### config.mk
export PLATFORM = sky130hd
export DESIGN_NAME = data_memory_arbiter
export DESIGN_NICKNAME = d
export VERILOG_FILES = /design/src/rtl/data_memory_arbiter.sv
export SDC_FILE = /design/constraint.sdc
export NUM_CORES = 1
export LEC_CHECK = 0
export CORE_MARGIN = 4
export CORE_UTILIZATION = 26
export CTS_CLUSTER_SIZE = 25
export DETAILED_ROUTE_END_ITERATION = 7
export HOLD_SLACK_MARGIN = 0.12
export PLACE_DENSITY = 0.87
export SLEW_MARGIN = 20
export SYNTH_ARGS = -nofsm -noshare
export SYNTH_HDL_FRONTEND = slang
export SYNTH_SLANG_ARGS = --single-unit
### constraint.sdc
create_clock -name clk -period 4.4 [get_ports clk]
set_clock_uncertainty 0.05 [all_clocks]
set_input_delay 0.88 -clock clk [delete_from_list [all_inputs] [get_ports clk]]
set_output_delay 0.88 -clock clk [all_outputs]
set_load 0.03 [all_outputs]
### src/rtl/data_memory_arbiter.sv
// Shares the single-port data memory between the GPP load/store port and the
// communications processor (RX buffer writes, TX buffer reads).
//
// Ports:
//   clk, rst (async, active-low)
//   gpp_req/we/addr/wdata   -> gpp_gnt, gpp_stall, gpp_rvalid, gpp_rdata
//   cp_req/we/addr/wdata/last -> cp_gnt, cp_rvalid, cp_rdata
//   mem_addr/we/wdata out, mem_rdata in (valid one cycle after the address)
//
// Arbitration is per cycle. On a conflict, the requester that was not served
// last wins. A CP access with cp_last=0 locks the memory to the CP until
// cp_last, MAX_BURST beats, or cp_req drops.
module data_memory_arbiter #(
    parameter int ADDR_W    = 16,
    parameter int DATA_W    = 16,
    parameter int MAX_BURST = 8
) (
    input  logic              clk,
    input  logic              rst,

    input  logic              gpp_req,
    input  logic              gpp_we,
    input  logic [ADDR_W-1:0] gpp_addr,
    input  logic [DATA_W-1:0] gpp_wdata,
    output logic              gpp_gnt,
    output logic              gpp_stall,
    output logic              gpp_rvalid,
    output logic [DATA_W-1:0] gpp_rdata,

    input  logic              cp_req,
    input  logic              cp_we,
    input  logic [ADDR_W-1:0] cp_addr,
    input  logic [DATA_W-1:0] cp_wdata,
    input  logic              cp_last,
    output logic              cp_gnt,
    output logic              cp_rvalid,
    output logic [DATA_W-1:0] cp_rdata,

    output logic [ADDR_W-1:0] mem_addr,
    output logic              mem_we,
    output logic [DATA_W-1:0] mem_wdata,
    input  logic [DATA_W-1:0] mem_rdata
);

    localparam int CW = $clog2(MAX_BURST) + 1;
    localparam logic [CW-1:0] MAX_CNT = CW'(MAX_BURST);
    localparam logic BURST_EN = (MAX_BURST > 1);

    typedef enum logic {
        IDLE,
        CP_BURST
    } state_e;

    state_e          state_q, state_d;
    logic            last_cp_q, last_cp_d;
    logic [CW-1:0]   beat_cnt_q, beat_cnt_d;
    logic            gpp_rvalid_q, gpp_rvalid_d;
    logic            cp_rvalid_q, cp_rvalid_d;
    logic [CW-1:0]   beat_inc;

    assign beat_inc = beat_cnt_q + CW'(1);

    // Grants and next state. Grants are held low while reset is asserted so
    // that a reset in the middle of a burst cuts the CP off immediately.
    always_comb begin
        state_d    = state_q;
        last_cp_d  = last_cp_q;
        beat_cnt_d = beat_cnt_q;
        gpp_gnt    = 1'b0;
        cp_gnt     = 1'b0;

        if (rst) begin
            unique case (state_q)
                IDLE: begin
                    if (gpp_req && cp_req) begin
                        if (last_cp_q) gpp_gnt = 1'b1;
                        else           cp_gnt  = 1'b1;
                    end else if (gpp_req) begin
                        gpp_gnt = 1'b1;
                    end else if (cp_req) begin
                        cp_gnt = 1'b1;
                    end
                    if (cp_gnt && !cp_last && BURST_EN) begin
                        state_d    = CP_BURST;
                        beat_cnt_d = CW'(1);
                    end
                end
                CP_BURST: begin
                    if (cp_req) begin
                        cp_gnt     = 1'b1;
                        beat_cnt_d = beat_inc;
                        if (cp_last || beat_inc == MAX_CNT) begin
                            state_d    = IDLE;
                            beat_cnt_d = '0;
                        end
                    end else begin
                        // CP walked away mid-burst: release the lock.
                        state_d    = IDLE;
                        beat_cnt_d = '0;
                    end
                end
            endcase

            if (gpp_gnt) last_cp_d = 1'b0;
            if (cp_gnt)  last_cp_d = 1'b1;
        end
    end

    // Memory port mux; idle cycles drive zeros.
    always_comb begin
        mem_addr  = '0;
        mem_we    = 1'b0;
        mem_wdata = '0;
        if (gpp_gnt) begin
            mem_addr  = gpp_addr;
            mem_we    = gpp_we;
            mem_wdata = gpp_wdata;
        end else if (cp_gnt) begin
            mem_addr  = cp_addr;
            mem_we    = cp_we;
            mem_wdata = cp_wdata;
        end
    end

    assign gpp_rvalid_d = gpp_gnt & ~gpp_we;
    assign cp_rvalid_d  = cp_gnt & ~cp_we;

    always_ff @(posedge clk or negedge rst) begin
        if (!rst) begin
            state_q      <= IDLE;
            last_cp_q    <= 1'b1;
            beat_cnt_q   <= '0;
            gpp_rvalid_q <= 1'b0;
            cp_rvalid_q  <= 1'b0;
        end else begin
            state_q      <= state_d;
            last_cp_q    <= last_cp_d;
            beat_cnt_q   <= beat_cnt_d;
            gpp_rvalid_q <= gpp_rvalid_d;
            cp_rvalid_q  <= cp_rvalid_d;
        end
    end

    assign gpp_stall  = gpp_req & ~gpp_gnt;
    assign gpp_rvalid = gpp_rvalid_q;
    assign cp_rvalid  = cp_rvalid_q;
    assign gpp_rdata  = mem_rdata;
    assign cp_rdata   = mem_rdata;

endmodule

# After elaboration in Yosys (flattened, before gate mapping)
# Cells that the tools add are included.
# classes
bitwise_logic,7
eq_ne,2
n_lt_le_gt_ge,0
div,0
shift,0
addsub,1
reduce_logical,7
muxes,31
n_mul,0
# ops
operator,n
16-bit 2-to-1 mux,4
1-bit 2-to-1 mux,21
4-bit 2-to-1 mux,3
4-bit one-hot mux with 2 select lines,1
"4-bit by 1-bit adder with 4-bit output, second input constant",1
"4-bit equality test, second input constant",1
1-bit NOT,4
1-bit one-hot mux with 2 select lines,2
2-bit AND reduction,2
1-bit AND,3
1-bit logical AND,2
"2-bit != test, second input constant",1
2-bit nonzero test,1
1-bit zero test,1
1-bit logical OR,1
# totals
mem_count,0
out_inout_bits,70
ff_bits,8
inputBits,87
rom_bits,0
latchBits,0
elab_cells,53
mem_bits_rw,0

# Longest topological paths before layout
# depth
ltp_word,10
ltp_mapped,5
depth_no_buf,5

# Least setup slack after synthesis
# OpenSTA, ideal clock, no wires.
# synth_timing
path_type,input to output
startpoint,in gpp_req
endpoint,out mem_addr[10]
arrival_time_ns,1.870
setup_slack_ns,1.600
required_time_ns,3.470
stages,5
cell_sequence,nor2b_4 > nand2_2 > a21oi_4 > buf_6 > a22o_1
# synth_between
elab_cells_between_ends,15
# synth_lines
element,line_no,rtl
from (decl),21,"input logic gpp_req,"
1-bit 2-to-1 mux / 1-bit logical AND (equally long branches),"78, 75",
1-bit 2-to-1 mux (*),75,if (gpp_req && cp_req) begin
1-bit 2-to-1 mux (*),73,unique case (state_q)
1-bit 2-to-1 mux (*) (2 in a row),72,if (rst) begin
named net gpp_gnt,25,"output logic gpp_gnt,"
16-bit 2-to-1 mux (*),114,if (gpp_gnt) begin
to (decl),39,"output logic [ADDR_W-1:0] mem_addr,"
# Mark *: on every way through the listed nets, which the timed path passes. The rest lies on a longest branch. The select of a mux whose other input is x is not followed.

# Final worst setup path
# layout_timing
startpoint,in cp_req
endpoint,out mem_wdata[0]
# layout_between
elab_chain_cells,10
elab_cells_between_ends,15
# layout_lines
element,line_no,rtl
from (decl),30,"input logic cp_req,"
1-bit 2-to-1 mux,"80, 89",
1-bit 2-to-1 mux,78,end else if (gpp_req) begin
1-bit 2-to-1 mux,75,
1-bit 2-to-1 mux,73,
1-bit 2-to-1 mux,72,
1-bit one-hot mux with 2 select lines,73,
1-bit 2-to-1 mux (2 in a row),72,
16-bit 2-to-1 mux,118,end else if (cp_gnt) begin
16-bit 2-to-1 mux (*),114,
to (decl),41,"output logic [DATA_W-1:0] mem_wdata,"
# Every way passes the cells marked *; elsewhere a longest branch is shown, timed or not. The select of a mux whose other input is x is not followed.

==> impl_metrics.py <==
metrics = {
    "timing": {
        "fin_setup_tns_ps": 0,
        "setup-violations-final": 0,
        "finalHoldViolations": 0,
        "slew_viol_final": 0,
        "max_slew_margin_pct": 74.4,
        "fmax_mhz": 262,
        "fin_crit_ps": 3820,
        "worstMarginPinSlew_ps": 382,
        "min_period_over_period_pct": 86.7,
        "fin_ws_ps": 585,
        "grt_setup_unrepaired": "false",
    },
    "critical_path": {
        "cp.arrival_ps": 2890,
        "crit_required_ps": 3470,
        "crit_type": "in2out",
        "crit_fanout": 28,
        "crit_path_end_kind": "output port",
        "start_kind": "primary input",
    },
    "drt": {
        "vias_per_cell": 4.77,
        "num_vias": 1202,
        "ant_nets": 0,
        "drt_pre_antenna_iters": 4,
        "drt_iter0_drc": 36,
        "totalWireLength_um": 3700,
        "route.detailed.drc": 0,
        "post_drt_wl_per_cell_um": 14.7,
    },
    "power_and_ir_drop": {
        "totalPowerFinal_mw": 0.443,
        "p_leak_nw": 0.801,
        "peakVddDrop_uv": 82.9,
        "power_density_nw_per_um2": 220,
    },
    "place": {
        "gp_congestion": 0.822,
        "io_buffers": 108,
        "dpl_worst_slack_ps": 588,
        "dp_hpwl_um": 3070,
    },
    "global_route": {
        "grt_max_degree": 37,
        "grt_pass1_wl_um": 5310,
        "grt_antenna_before_repair": 0,
        "grt_overflow": 0,
        "grt_pass1_vias": 1195,
        "grt.total_usage_pct": 12.6,
    },
    "finish": {
        "nets": 292,
        "diodes": 0,
        "area_delta_synth_final_pct": 84.0,
        "drive_gt1_share_pct": 10.9,
        "fillCellCount": 384,
    },
    "synth": {
        "synth_seq_cells": 8,
        "yosysTopAreaCell": "a22o_1",
        "synth_edf_count": 0,
        "syn_inst": 124,
        "yosys_warnings": 0,
        "yosys-top-cells-count": "a22o_1 (33), buf_4 (33), dfrtp_1 (7), nand2_1 (7)",
        "avgSynthCellArea_um2": 8.83,
        "async_reset_ff_share_pct": 100,
        "syn-cell-area_um2": 1090,
        "ys_types": 31,
        "syn_nets": 213,
        "synth_top_cell_area_share_pct": 26.4,
        "ys.flop_type": "dfrtp_1",
        "yosysSeqAreaShare_pct": 18.4,
        "synth_area_leaders": "a22o_1 (26%), buf_4 (23%), dfrtp_1 (16%)",
    },
    "floorplanning": {
        "dieArea_um2": 5310,
        "rows": 23,
        "initial_utilization_pct": 27.2,
        "core_area_um2": 4030,
        "die_w_um": 72.9,
        "io_pins": 157,
        "fp.dieH_um": 72.9,
    },
    "clocking": {
        "cts_root_buffer": "clkbuf_8",
        "cts_buffers": 3,
        "h-tree-depth": 1,
        "cts_resized": 0,
        "cts.repair_timing.setup_buffer_count": 0,
        "cts.hold.buffers_added": 0,
        "cts_tree": "done",
        "numClockSinks": 8,
        "clockBufferDepth": 2,
        "worst_skew_pair.late_latency_ps": 230,
        "clk_pin_slew_ps": 40,
    },
    "hold_path": {
        "hp-class": "reg2reg",
    },
    "run_status": {
        "status": "completed",
    },
    "run": {
        "maxCapViolCount": 0,
    },
}
## final cells by class
class	instances	area, um^2	share of cell area [%]
Clock buffer	4	45.0	2.24
Inverter	4	15.0	0.745
Multi-Input combinational cell	74	587	29.1
Sequential cell	8	201	10.0
Tap cell	50	62.6	3.11
Timing Repair Buffer	112	1100	54.8
## final timing paths
kind                                      startpoint                         to  slack [ps]  cells after the start
setup / recovery                              cp_req               mem_wdata[0]         580                      6
hold / removal                 last_cp_q$_DFFE_PN1P_      last_cp_q$_DFFE_PN1P_         490                      2
setup reg to reg           beat_cnt_q[0]$_DFFE_PN0P_  beat_cnt_q[3]$_DFFE_PN0P_        2760                      5
hold reg to reg                last_cp_q$_DFFE_PN1P_      last_cp_q$_DFFE_PN1P_         490                      2
max in group asynchronous                        rst      last_cp_q$_DFFE_PN1P_        3050                      2
min in group asynchronous                        rst  beat_cnt_q[2]$_DFFE_PN0P_        1020                      2
## routing by layer
layer | vias up | track usage, % | wire length [um] | share of wire [%]
met5 | - | 0 | 0 | 0
met4 | 0 | 7.17 | 76 | 2.1
met3 | 11 | 3.99 | 438 | 12
met2 | 71 | 20.7 | 1790 | 49
met1 | 533 | 14.3 | 1390 | 38
li1 | 587 | - | - | -
## critical path: stages
cell and delay [ps]:
clkdlybuf4s50_1 580, nand2_1 130, a21oi_4 130, buf_4 300, a22o_1 200, clkdlybuf4s50_1 670
## state kept, by name, summed over array words and instances (netlist names)
| name | cells |
|---|---|
| last_cp_q | 1 |
| beat_cnt_q | 4 |
| cp_rvalid | 1 |
| gpp_rvalid | 1 |
| state_q | 1 |
## power by group
part | switching [mW] | internal (mW)
combinational | 0.120 | 0.135
clock | 0.0285 | 0.0627
sequential | 0.0133 | 0.0842
## cell usage in the layout (no fill, tap or decap)
cell type	count
o2111ai_2	1
nand3b_1	1
nor2b_4	1
a21oi_1	2
ha_1	2
a31oi_1	2
inv_1	4
o32ai_1	1
o211ai_1	1
buf_12	1
clkbuf_8	3
and3b_1	1
dfrtp_1	7
a21oi_4	2
a22o_1	33
o2bb2ai_1	1
o21ai_0	4
o31ai_1	1
nor2b_1	2
clkbuf_1	1
clkdlybuf4s50_1	100
buf_4	11
a31oi_2	1
a21boi_1	1
nand3_1	2
nand2b_1	2
dfstp_2	1
or3b_1	1
a311oi_1	1
and2b_1	1
nand2_2	1
nor2_1	2
nand2_1	7
## cells by family (layout without fill, tap and decap cells)
kind of cell	Yosys count	after routing	share of synthesized area [%]
buffers and inverters	42	120	28.0
AND/OR/NAND/NOR	21	21	11.1
flip-flops	8	8	18.4
adder cells (fa/ha/maj)	2	2	2.29
AO/OA/AOI/OAI	51	51	40.2
## per-stage QoR
stage               utilization [%]  instances  hold WS (ps)  cell area, um^2
finish                         50.0        252           490             2010
global route                   50.0        252           529             2010
CTS                            50.0        252           499             2010
detailed placement             48.9        248           493             1970
global placement               48.9        248           477             1970
floorplan                         -        124           446             1090
Note: power is estimated with default switching activity, not from simulation.
